--- config.mk ---
export PLATFORM = sky130hd
export DESIGN_NAME = avmm_pio_responder
export DESIGN_NICKNAME = d
export VERILOG_FILES = /design/src/rtl/avmm_pio_responder.sv
export SDC_FILE = /design/constraint.sdc
export NUM_CORES = 1
export LEC_CHECK = 0
export ABC_AREA = 1
export CORE_MARGIN = 2
export CORE_UTILIZATION = 41
export CTS_CLUSTER_DIAMETER = 150
export DETAILED_ROUTE_END_ITERATION = 16
export PLACE_DENSITY = 0.85
export SYNTH_ARGS = -nofsm -noshare
export SYNTH_HDL_FRONTEND = slang
export SYNTH_SLANG_ARGS = --single-unit
--- constraint.sdc ---
create_clock -name CLK -period 2.9 [get_ports CLK]
set_clock_uncertainty 0.15 [all_clocks]
set_input_delay 0.725 -clock CLK [delete_from_list [all_inputs] [get_ports CLK]]
set_output_delay 0.725 -clock CLK [all_outputs]
set_load 0.01 [all_outputs]
--- src/rtl/avmm_pio_responder.sv ---
// Avalon-MM PIO responder: a writable parallel output register, a synchronized
// parallel input with edge capture, and a level interrupt for enabled edges.
// Register map (word offsets):
//   0 DATA    : read synchronized input, write output register
//   1 OUTREG  : read output register, write output register
//   2 IRQMASK : interrupt enable per input bit
//   3 EDGECAP : captured edges, write-one-to-clear
module avmm_pio_responder #(
    parameter int                   OUT_WIDTH = 7,
    parameter int                   IN_WIDTH  = 4,
    parameter logic [OUT_WIDTH-1:0] OUT_RESET = OUT_WIDTH'(7'h7f),
    parameter int                   EDGE_MODE = 1
) (
    input  logic                 CLK,
    input  logic                 RST,
    input  logic [1:0]           avs_address,
    input  logic                 avs_chipselect,
    input  logic                 avs_read,
    input  logic                 avs_write,
    input  logic [31:0]          avs_writedata,
    output logic [31:0]          avs_readdata,
    output logic                 irq,
    output logic [OUT_WIDTH-1:0] pio_out,
    input  logic [IN_WIDTH-1:0]  pio_in
);

    localparam logic [1:0] ADDR_DATA    = 2'd0;
    localparam logic [1:0] ADDR_OUTREG  = 2'd1;
    localparam logic [1:0] ADDR_IRQMASK = 2'd2;
    localparam logic [1:0] ADDR_EDGECAP = 2'd3;

    // Architectural state
    logic [OUT_WIDTH-1:0] out_reg;
    logic [IN_WIDTH-1:0]  irqmask_reg;
    logic [IN_WIDTH-1:0]  edgecap_reg;
    logic [31:0]          readdata_reg;

    // Input synchronizer chain and the delayed copy used for edge detection
    logic [IN_WIDTH-1:0]  s1_reg;
    logic [IN_WIDTH-1:0]  s2_reg;
    logic [IN_WIDTH-1:0]  prev_reg;

    // Next-state values
    logic [OUT_WIDTH-1:0] out_next;
    logic [IN_WIDTH-1:0]  irqmask_next;
    logic [IN_WIDTH-1:0]  edgecap_next;
    logic [31:0]          readdata_next;

    // Decoded bus activity
    logic                 accept_rd;
    logic                 accept_wr;
    logic                 wr_out;
    logic                 wr_mask;
    logic                 wr_cap;
    logic [IN_WIDTH-1:0]  cap_clear;
    logic [IN_WIDTH-1:0]  edge_det;

    // Upper write-data bits beyond the register widths are intentionally ignored
    logic                 unused_wdata;
    assign unused_wdata = ^avs_writedata;

    // No waitrequest: every selected strobe is accepted in the cycle it appears
    assign accept_rd = avs_chipselect & avs_read;
    assign accept_wr = avs_chipselect & avs_write;

    // Offsets 0 and 1 both load the output register
    assign wr_out  = accept_wr && ((avs_address == ADDR_DATA) || (avs_address == ADDR_OUTREG));
    assign wr_mask = accept_wr && (avs_address == ADDR_IRQMASK);
    assign wr_cap  = accept_wr && (avs_address == ADDR_EDGECAP);

    assign cap_clear = wr_cap ? avs_writedata[IN_WIDTH-1:0] : '0;

    // Per-bit edge detector; EDGE_MODE picks rising, falling or either edge
    generate
        for (genvar gi = 0; gi < IN_WIDTH; gi++) begin : g_edge
            if (EDGE_MODE == 0) begin : g_rise
                assign edge_det[gi] = s2_reg[gi] & ~prev_reg[gi];
            end else if (EDGE_MODE == 1) begin : g_fall
                assign edge_det[gi] = ~s2_reg[gi] & prev_reg[gi];
            end else begin : g_any
                assign edge_det[gi] = s2_reg[gi] ^ prev_reg[gi];
            end
        end
    endgenerate

    // Output register next value
    always_comb begin
        out_next = out_reg;
        if (wr_out) begin
            out_next = avs_writedata[OUT_WIDTH-1:0];
        end
    end

    // Interrupt mask next value
    always_comb begin
        irqmask_next = irqmask_reg;
        if (wr_mask) begin
            irqmask_next = avs_writedata[IN_WIDTH-1:0];
        end
    end

    // Edge capture: a new edge is OR-ed in after the clear, so it wins a collision
    always_comb begin
        edgecap_next = (edgecap_reg & ~cap_clear) | edge_det;
    end

    // Read mux uses current (pre-write) register values
    always_comb begin
        readdata_next = readdata_reg;
        if (accept_rd) begin
            case (avs_address)
                ADDR_DATA:    readdata_next = 32'(s2_reg);
                ADDR_OUTREG:  readdata_next = 32'(out_reg);
                ADDR_IRQMASK: readdata_next = 32'(irqmask_reg);
                ADDR_EDGECAP: readdata_next = 32'(edgecap_reg);
                default:      readdata_next = '0;
            endcase
        end
    end

    // Synchronizer: reset loads the live input into all stages to avoid a false edge
    always_ff @(posedge CLK) begin
        if (RST) begin
            s1_reg   <= pio_in;
            s2_reg   <= pio_in;
            prev_reg <= pio_in;
        end else begin
            s1_reg   <= pio_in;
            s2_reg   <= s1_reg;
            prev_reg <= s2_reg;
        end
    end

    // Control/status registers
    always_ff @(posedge CLK) begin
        if (RST) begin
            out_reg     <= OUT_RESET;
            irqmask_reg <= '0;
            edgecap_reg <= '0;
        end else begin
            out_reg     <= out_next;
            irqmask_reg <= irqmask_next;
            edgecap_reg <= edgecap_next;
        end
    end

    // Registered read data, one cycle latency, held between reads
    always_ff @(posedge CLK) begin
        if (RST) begin
            readdata_reg <= '0;
        end else begin
            readdata_reg <= readdata_next;
        end
    end

    assign avs_readdata = readdata_reg;
    assign pio_out      = out_reg;
    assign irq          = |(edgecap_reg & irqmask_reg);

endmodule

==> parameters.txt, run 1 <==
Parameter                              Value

Detailed routing
  Iteration-0 DRC Markers    76
  Total DRC errors in the routed layout    0
  Number of nets with antenna violations after detailed routing    0
  Via density per instance    4.57
  First-pass detailed-route iteration total    4
  Wirelength, routed    2790 µm
  Via Count    1,219
  DR WL/cell    10.4 µm

Placed design
  Count of port buffers added during placement    32
  Area of placed instances    1740 µm²
  Detailed-placement wirelength estimate    2040 µm
  Placed Cells incl. Taps    259
  Weighted congestion at the end of routability-driven global placement    0.809

Synth
  Synthesized instance count    187
  Count of warnings emitted by yosys    0
  Flop and latch count out of synthesis    34
  Dominant cells by area after synthesis    dfxtp_1 46%, buf_4 13%, nand2_1 12%
  Area fraction of the dominant cell type after synthesis    0.456
  Post-Syn Area    1490 µm²
  Cell taking the most area after synthesis    dfxtp_1
  Number of distinct library cells after synthesis    19
  Syn_area_per_cell    7.99 µm²
  Share of the yosys chip area belonging to registers    0.456

STA
  Count of endpoints failing hold in the final timing report    0
  Transition at the pin with the smallest max-transition slack    0.536 ns
  Post-route setup TNS    0 ns
  Top achievable clock speed    0.434 GHz
  Final number of setup-violating endpoints    0
  Setup repair after global routing missed its margin    no
  Share of the clock period used by the worst path after layout    0.794
  Max-slew violation count    0
  Tmin final    2.30 ns
  Max-slew headroom    0.643

GRT
  GRT Resource Usage Total    0.145
  Via count of the first global-routing pass    1,070
  Pin count of the biggest net entering global routing    20
  Wire length of the first global-routing pass    4590 µm
  Overflow after GRT    0
  Initial antenna violation count    0

Min path
  Hold crit path type    reg2reg
  Startpoint of the most critical hold path    s1_reg[3]
  Destination of the worst hold path    s2_reg[3]
  Worst Hold Depth    2

Worst setup path
  Endpoint class of the critical path    output port
  CP arrival    1.43 ns
  Required arrival time at the worst endpoint    2.03 ns
  Startpoint of the worst register-to-register path    pio_out[2]
  Class of the most critical setup path    reg2out
  Peak fanout along the critical path    3
  Slack of the worst reg-to-reg path    1.95 ns
  Worst Reg-to-Reg Cells    4
  Setup crit start kind    flop
  Endpoint of the worst-slack reg-to-reg timing path    avs_readdata[2]

Clock network
  # Post-CTS Setup Buffers    0
  Clock tree from TritonCTS    yes
  Post-cts sizing count    0
  Hold-fix buffers, CTS    0
  Number of buffers inserted during clock tree synthesis    5
  Max Root-Sink Buffers    2
  Reg clk slew, reported paths    0.11 ns
  Number of H-tree levels    2
  Clock latency at the later pin of the worst-skew pair    0.34 ns
  Clock root buffer    clkbuf_4
  Count of clock tree sinks    34

Layout
  Synthesis-to-finish area growth    20.6%
  Share of post-route cells with drive strength above 1    0.0814
  Number of fill cells    334
  Final non-filler cell area    1800 µm²
  Commonest non-fill, non-tap cell in the layout    nand2_1
  Non-filler instance count after layout    267
  Number of antenna cells inserted    0
  Total Nets Final    263
  Most frequent cells in the layout    48 x nand2_1, 34 x dfxtp_1, 32 x clkdlybuf4s50_1, 25 x conb_1, 19 x a21oi_1

Floorplan
  Top-level port count    83
  Die area    4140 µm²
  Effective utilization at floorplan    0.437
  Std cell rows    21
  Total core area    3420 µm²
  Die span in y    64.4 µm
  Die extent in x    64.4 µm

Run
  Max-Cap Viols    0

Power and ir drop
  PnR Total Power    0.917 mW
  Leakage dissipation    0.804 nW
  Power density over cell area    509 nW/µm²
  Peak ir drop on the vdd network    0.000254 V

Status
  Run status    complete, no violations
layer usage:
metal / wire, µm / global-route usage / share of wire / vias up
li1: - / - / - / 620
met4: 49 / 0.0718 / 0.018 / 0
met1: 1250 / 0.171 / 0.45 / 543
met3: 221 / 0.0387 / 0.079 / 5
met2: 1270 / 0.242 / 0.46 / 51
met5: 0 / 0 / 0 / -
critical path: stages (launching register included):
cell	delay [ns]
dfxtp_1	0.37
nand2_1	0.08
nand4_1	0.10
clkdlybuf4s50_1	0.54
logic make-up (layout without fill, tap and decap cells):
logic type,after synthesis,in the layout,share of synthesized area
other cells,1,25,0.00251
compound gates,39,39,0.157
simple gates,69,69,0.197
buf+inv,44,54,0.188
flops,34,34,0.456
final cells by class:
class	instances	area, µm²	area share
repair buffers	33	328	0.182
flip-flops and latches	34	681	0.378
clock buffers	6	51.3	0.0285
clock inverters	2	12.5	0.00694
well taps	46	57.6	0.0319
multi-input cells	133	623	0.346
inverters	13	48.8	0.0271
through the flow:
step                hold WS, ns  setup slack, ns  utilization
global placement          0.248            0.537        0.509
floorplan                 0.246             1.39            -
CTS                       0.280            0.587        0.527
detailed placement        0.256            0.546        0.509
finish                    0.276            0.597        0.527
global route              0.298            0.516        0.527
power breakdown:
group          total [mW]  switching [mW]  leakage [nW]  internal (mW)
logic               0.132          0.0737         0.488         0.0580
clock network       0.277           0.160        0.0343          0.116
registers           0.508          0.0131         0.281          0.495
worst max-delay path by stage:
stage,to,from,slack [ns],cells after the start
3_5_place_dp,edgecap_reg[2],avs_address[1],0.55,4
3_3_place_gp,edgecap_reg[1],avs_address[1],0.54,4
2_1_floorplan,pio_out[1],avs_chipselect,1.39,6
4_1_cts,irq,edgecap_reg[0],0.59,3
6_report,irq,edgecap_reg[0],0.60,3
5_1_grt,irq,irqmask_reg[0],0.52,3
cells in the mapped netlist:
cell	instances
dfxtp_1	34
nand2_2	1
a21oi_1	19
nand4_1	2
conb_1	1
o211ai_2	4
nor2_1	2
nand3_1	14
buf_6	2
clkbuf_1	1
inv_2	2
buf_2	2
o21bai_1	4
nor2_4	1
o21ai_0	12
nor2_2	1
inv_1	11
nand2_1	48
buf_4	26
Power figures use the tool's default switching activity.
==> run 2, diff against run 1 <==
--- a/config.mk
+++ b/config.mk
@@ -7,10 +7,10 @@
 export LEC_CHECK = 0
 export ABC_AREA = 1
 export CORE_MARGIN = 2
-export CORE_UTILIZATION = 41
+export CORE_UTILIZATION = 34
 export CTS_CLUSTER_DIAMETER = 150
 export DETAILED_ROUTE_END_ITERATION = 16
-export PLACE_DENSITY = 0.85
+export PLACE_DENSITY = 0.75
 export SYNTH_ARGS = -nofsm -noshare
 export SYNTH_HDL_FRONTEND = slang
 export SYNTH_SLANG_ARGS = --single-unit
==> constraint.sdc (replaced) <==
create_clock -name CLK -period 1.9 [get_ports CLK]
set_clock_uncertainty 0.15 [all_clocks]
set_input_delay 0.475 -clock CLK [delete_from_list [all_inputs] [get_ports CLK]]
set_output_delay 0.475 -clock CLK [all_outputs]
set_load 0.01 [all_outputs]
==> run 2 against run 1 <==
Compared with the run above:
- critical path depth decreased by 2
- critical path type unchanged
- worst setup slack got worse by 0.53 ns
- critical endpoint is now pio_out[4]
- cell count increased by 3.7%
- largest power group unchanged
==> parameters.txt, run 2 (synthesis results as in run 1) <==
Parameter                              Value

Status
  Run status    complete, no violations

Clock network
  Hold-fix buffers, CTS    0
  Number of buffers inserted during clock tree synthesis    5
  Clock tree from TritonCTS    yes
  Clock latency at the later pin of the worst-skew pair    0.28 ns
  Reg clk slew, reported paths    0.07 ns
  Clock root buffer    clkbuf_8
  Count of clock tree sinks    34
  # Post-CTS Setup Buffers    0
  Post-cts sizing count    1
  Number of H-tree levels    2
  Max Root-Sink Buffers    2

GRT
  Via count of the first global-routing pass    1,001
  Overflow after GRT    0
  Initial antenna violation count    0
  Pin count of the biggest net entering global routing    20
  GRT Resource Usage Total    0.121
  Wire length of the first global-routing pass    4620 µm

STA
  Final number of setup-violating endpoints    0
  Setup repair after global routing missed its margin    no
  Tmin final    1.83 ns
  Max-slew violation count    0
  Share of the clock period used by the worst path after layout    0.965
  Worst hold slack    0.267 ns
  Count of endpoints failing hold in the final timing report    0
  Final setup margin    0.0666 ns
  Post-route setup TNS    0 ns
  Top achievable clock speed    0.545 GHz

Worst setup path
  Required arrival time at the worst endpoint    1.27 ns
  CP top delay family    buffers and inverters
  CP Cell Sequence    clkdlybuf4s50_1
  Peak fanout along the critical path    3
  Setup crit start kind    flop
  Class of the most critical setup path    reg2out
  CP arrival    1.21 ns
  Critical path's largest stage delay    0.55 ns
  Endpoint class of the critical path    output port
  Slowest cell on the critical path    clkdlybuf4s50_1
  Buffers & Inverters on Critical Path    1

Detailed routing
  Via density per instance    4.31
  Number of nets with antenna violations after detailed routing    0
  DR WL/cell    10.1 µm
  Total DRC errors in the routed layout    0
  Wirelength, routed    2790 µm
  First-pass detailed-route iteration total    4
  Via Count    1,193
  Iteration-0 DRC Markers    100

Placed design
  Detailed-placement wirelength estimate    2080 µm
  Count of port buffers added during placement    32
  Placed Cells incl. Taps    270
  Weighted congestion at the end of routability-driven global placement    0.853
  Pre-CTS WS    -0.000869 ns

Layout
  Share of post-route cells with drive strength above 1    0.0889
  Number of antenna cells inserted    0
  Number of fill cells    448
  Synthesis-to-finish area growth    24.4%
  Non-filler instance count after layout    277
  Final core utilization    0.433
  Commonest non-fill, non-tap cell in the layout    nand2_1
  Total Nets Final    268
  Most frequent cells in the layout    48 x nand2_1, 34 x dfxtp_1, 31 x clkdlybuf4s50_1, 25 x conb_1, 19 x a21oi_1

Floorplan
  Die span in y    70.3 µm
  Effective utilization at floorplan    0.348
  Total core area    4290 µm²
  Die area    4940 µm²
  Die extent in x    70.3 µm
  Top-level port count    83
  Std cell rows    24

Power and ir drop
  Peak ir drop on the vdd network    0.000292 V
  Leakage dissipation    0.837 nW
  Power density over cell area    791 nW/µm²

Min path
  Hold crit path type    reg2reg

Run
  Max-Cap Viols    0
run 2: cell count changes in the layout (fill, tap and decap cells not counted), sizes merged:
| cell | before | now |
|---|---|---|
| clkdlybuf4s50 | 32 | 31 |
| dlygate4sd2 | 0 | 1 |
| clkinvlp | 1 | 0 |
| clkinv | 1 | 0 |
| clkbuf | 6 | 7 |
| buf | 1 | 6 |
run 2: layout make-up:
class	count	area, µm²	share of cell area
Clock buffer	7	76.3	0.0411
Inverter	13	48.8	0.0263
Multi-Input combinational cell	133	623	0.335
Sequential cell	34	681	0.366
Tap cell	52	65.1	0.0350
Timing Repair Buffer	38	364	0.196
run 2: report_power, final:
group	total [mW]	switching [mW]	internal (mW)
registers	0.777	0.0206	0.756
clock network	0.486	0.234	0.252
logic	0.206	0.112	0.0943
run 2: worst register-to-register path: cells and delay by family, from the launching register on:
family	cells	cell delay, ns
DFF	1	0.33
AOI/OAI and AO/OA	2	0.22
and+or+nand+nor	2	0.18
run 2: stage by stage:
| stage | power (mW) | instance area [µm²] |
|---|---|---|
| floorplan | 0.946 | 1580 |
| global route | 1.56 | 1860 |
| global placement | 0.996 | 1780 |
| finish | 1.47 | 1860 |
| detailed placement | 1.00 | 1780 |
| CTS | 1.49 | 1860 |
run 2: metal layers:
layer	routed length (µm)	track usage	part of all wire
met5	0	0	0
met4	43	0.0513	0.015
met3	213	0.0577	0.076
met2	1250	0.177	0.45
met1	1290	0.150	0.46
run 2: final timing paths:
kind | cells after the start | from | end | slack (ns)
worst max-delay path | 1 | pio_out[4] | pio_out[4] | 0.07
worst max register to register | 4 | pio_out[2] | avs_readdata[2] | 0.93
worst min-delay path | 2 | s1_reg[1] | s2_reg[1] | 0.27
worst min register to register | 2 | s1_reg[1] | s2_reg[1] | 0.27
==> run 3, diff against run 2 <==
--- a/config.mk
+++ b/config.mk
@@ -10,6 +10,7 @@
 export CORE_UTILIZATION = 34
 export CTS_CLUSTER_DIAMETER = 150
 export DETAILED_ROUTE_END_ITERATION = 16
+export HOLD_SLACK_MARGIN = 0.02
 export PLACE_DENSITY = 0.75
 export SYNTH_ARGS = -nofsm -noshare
 export SYNTH_HDL_FRONTEND = slang
==> results of run 3 <==
No change in the layout: final DEF, timing and power equal those of run 2.
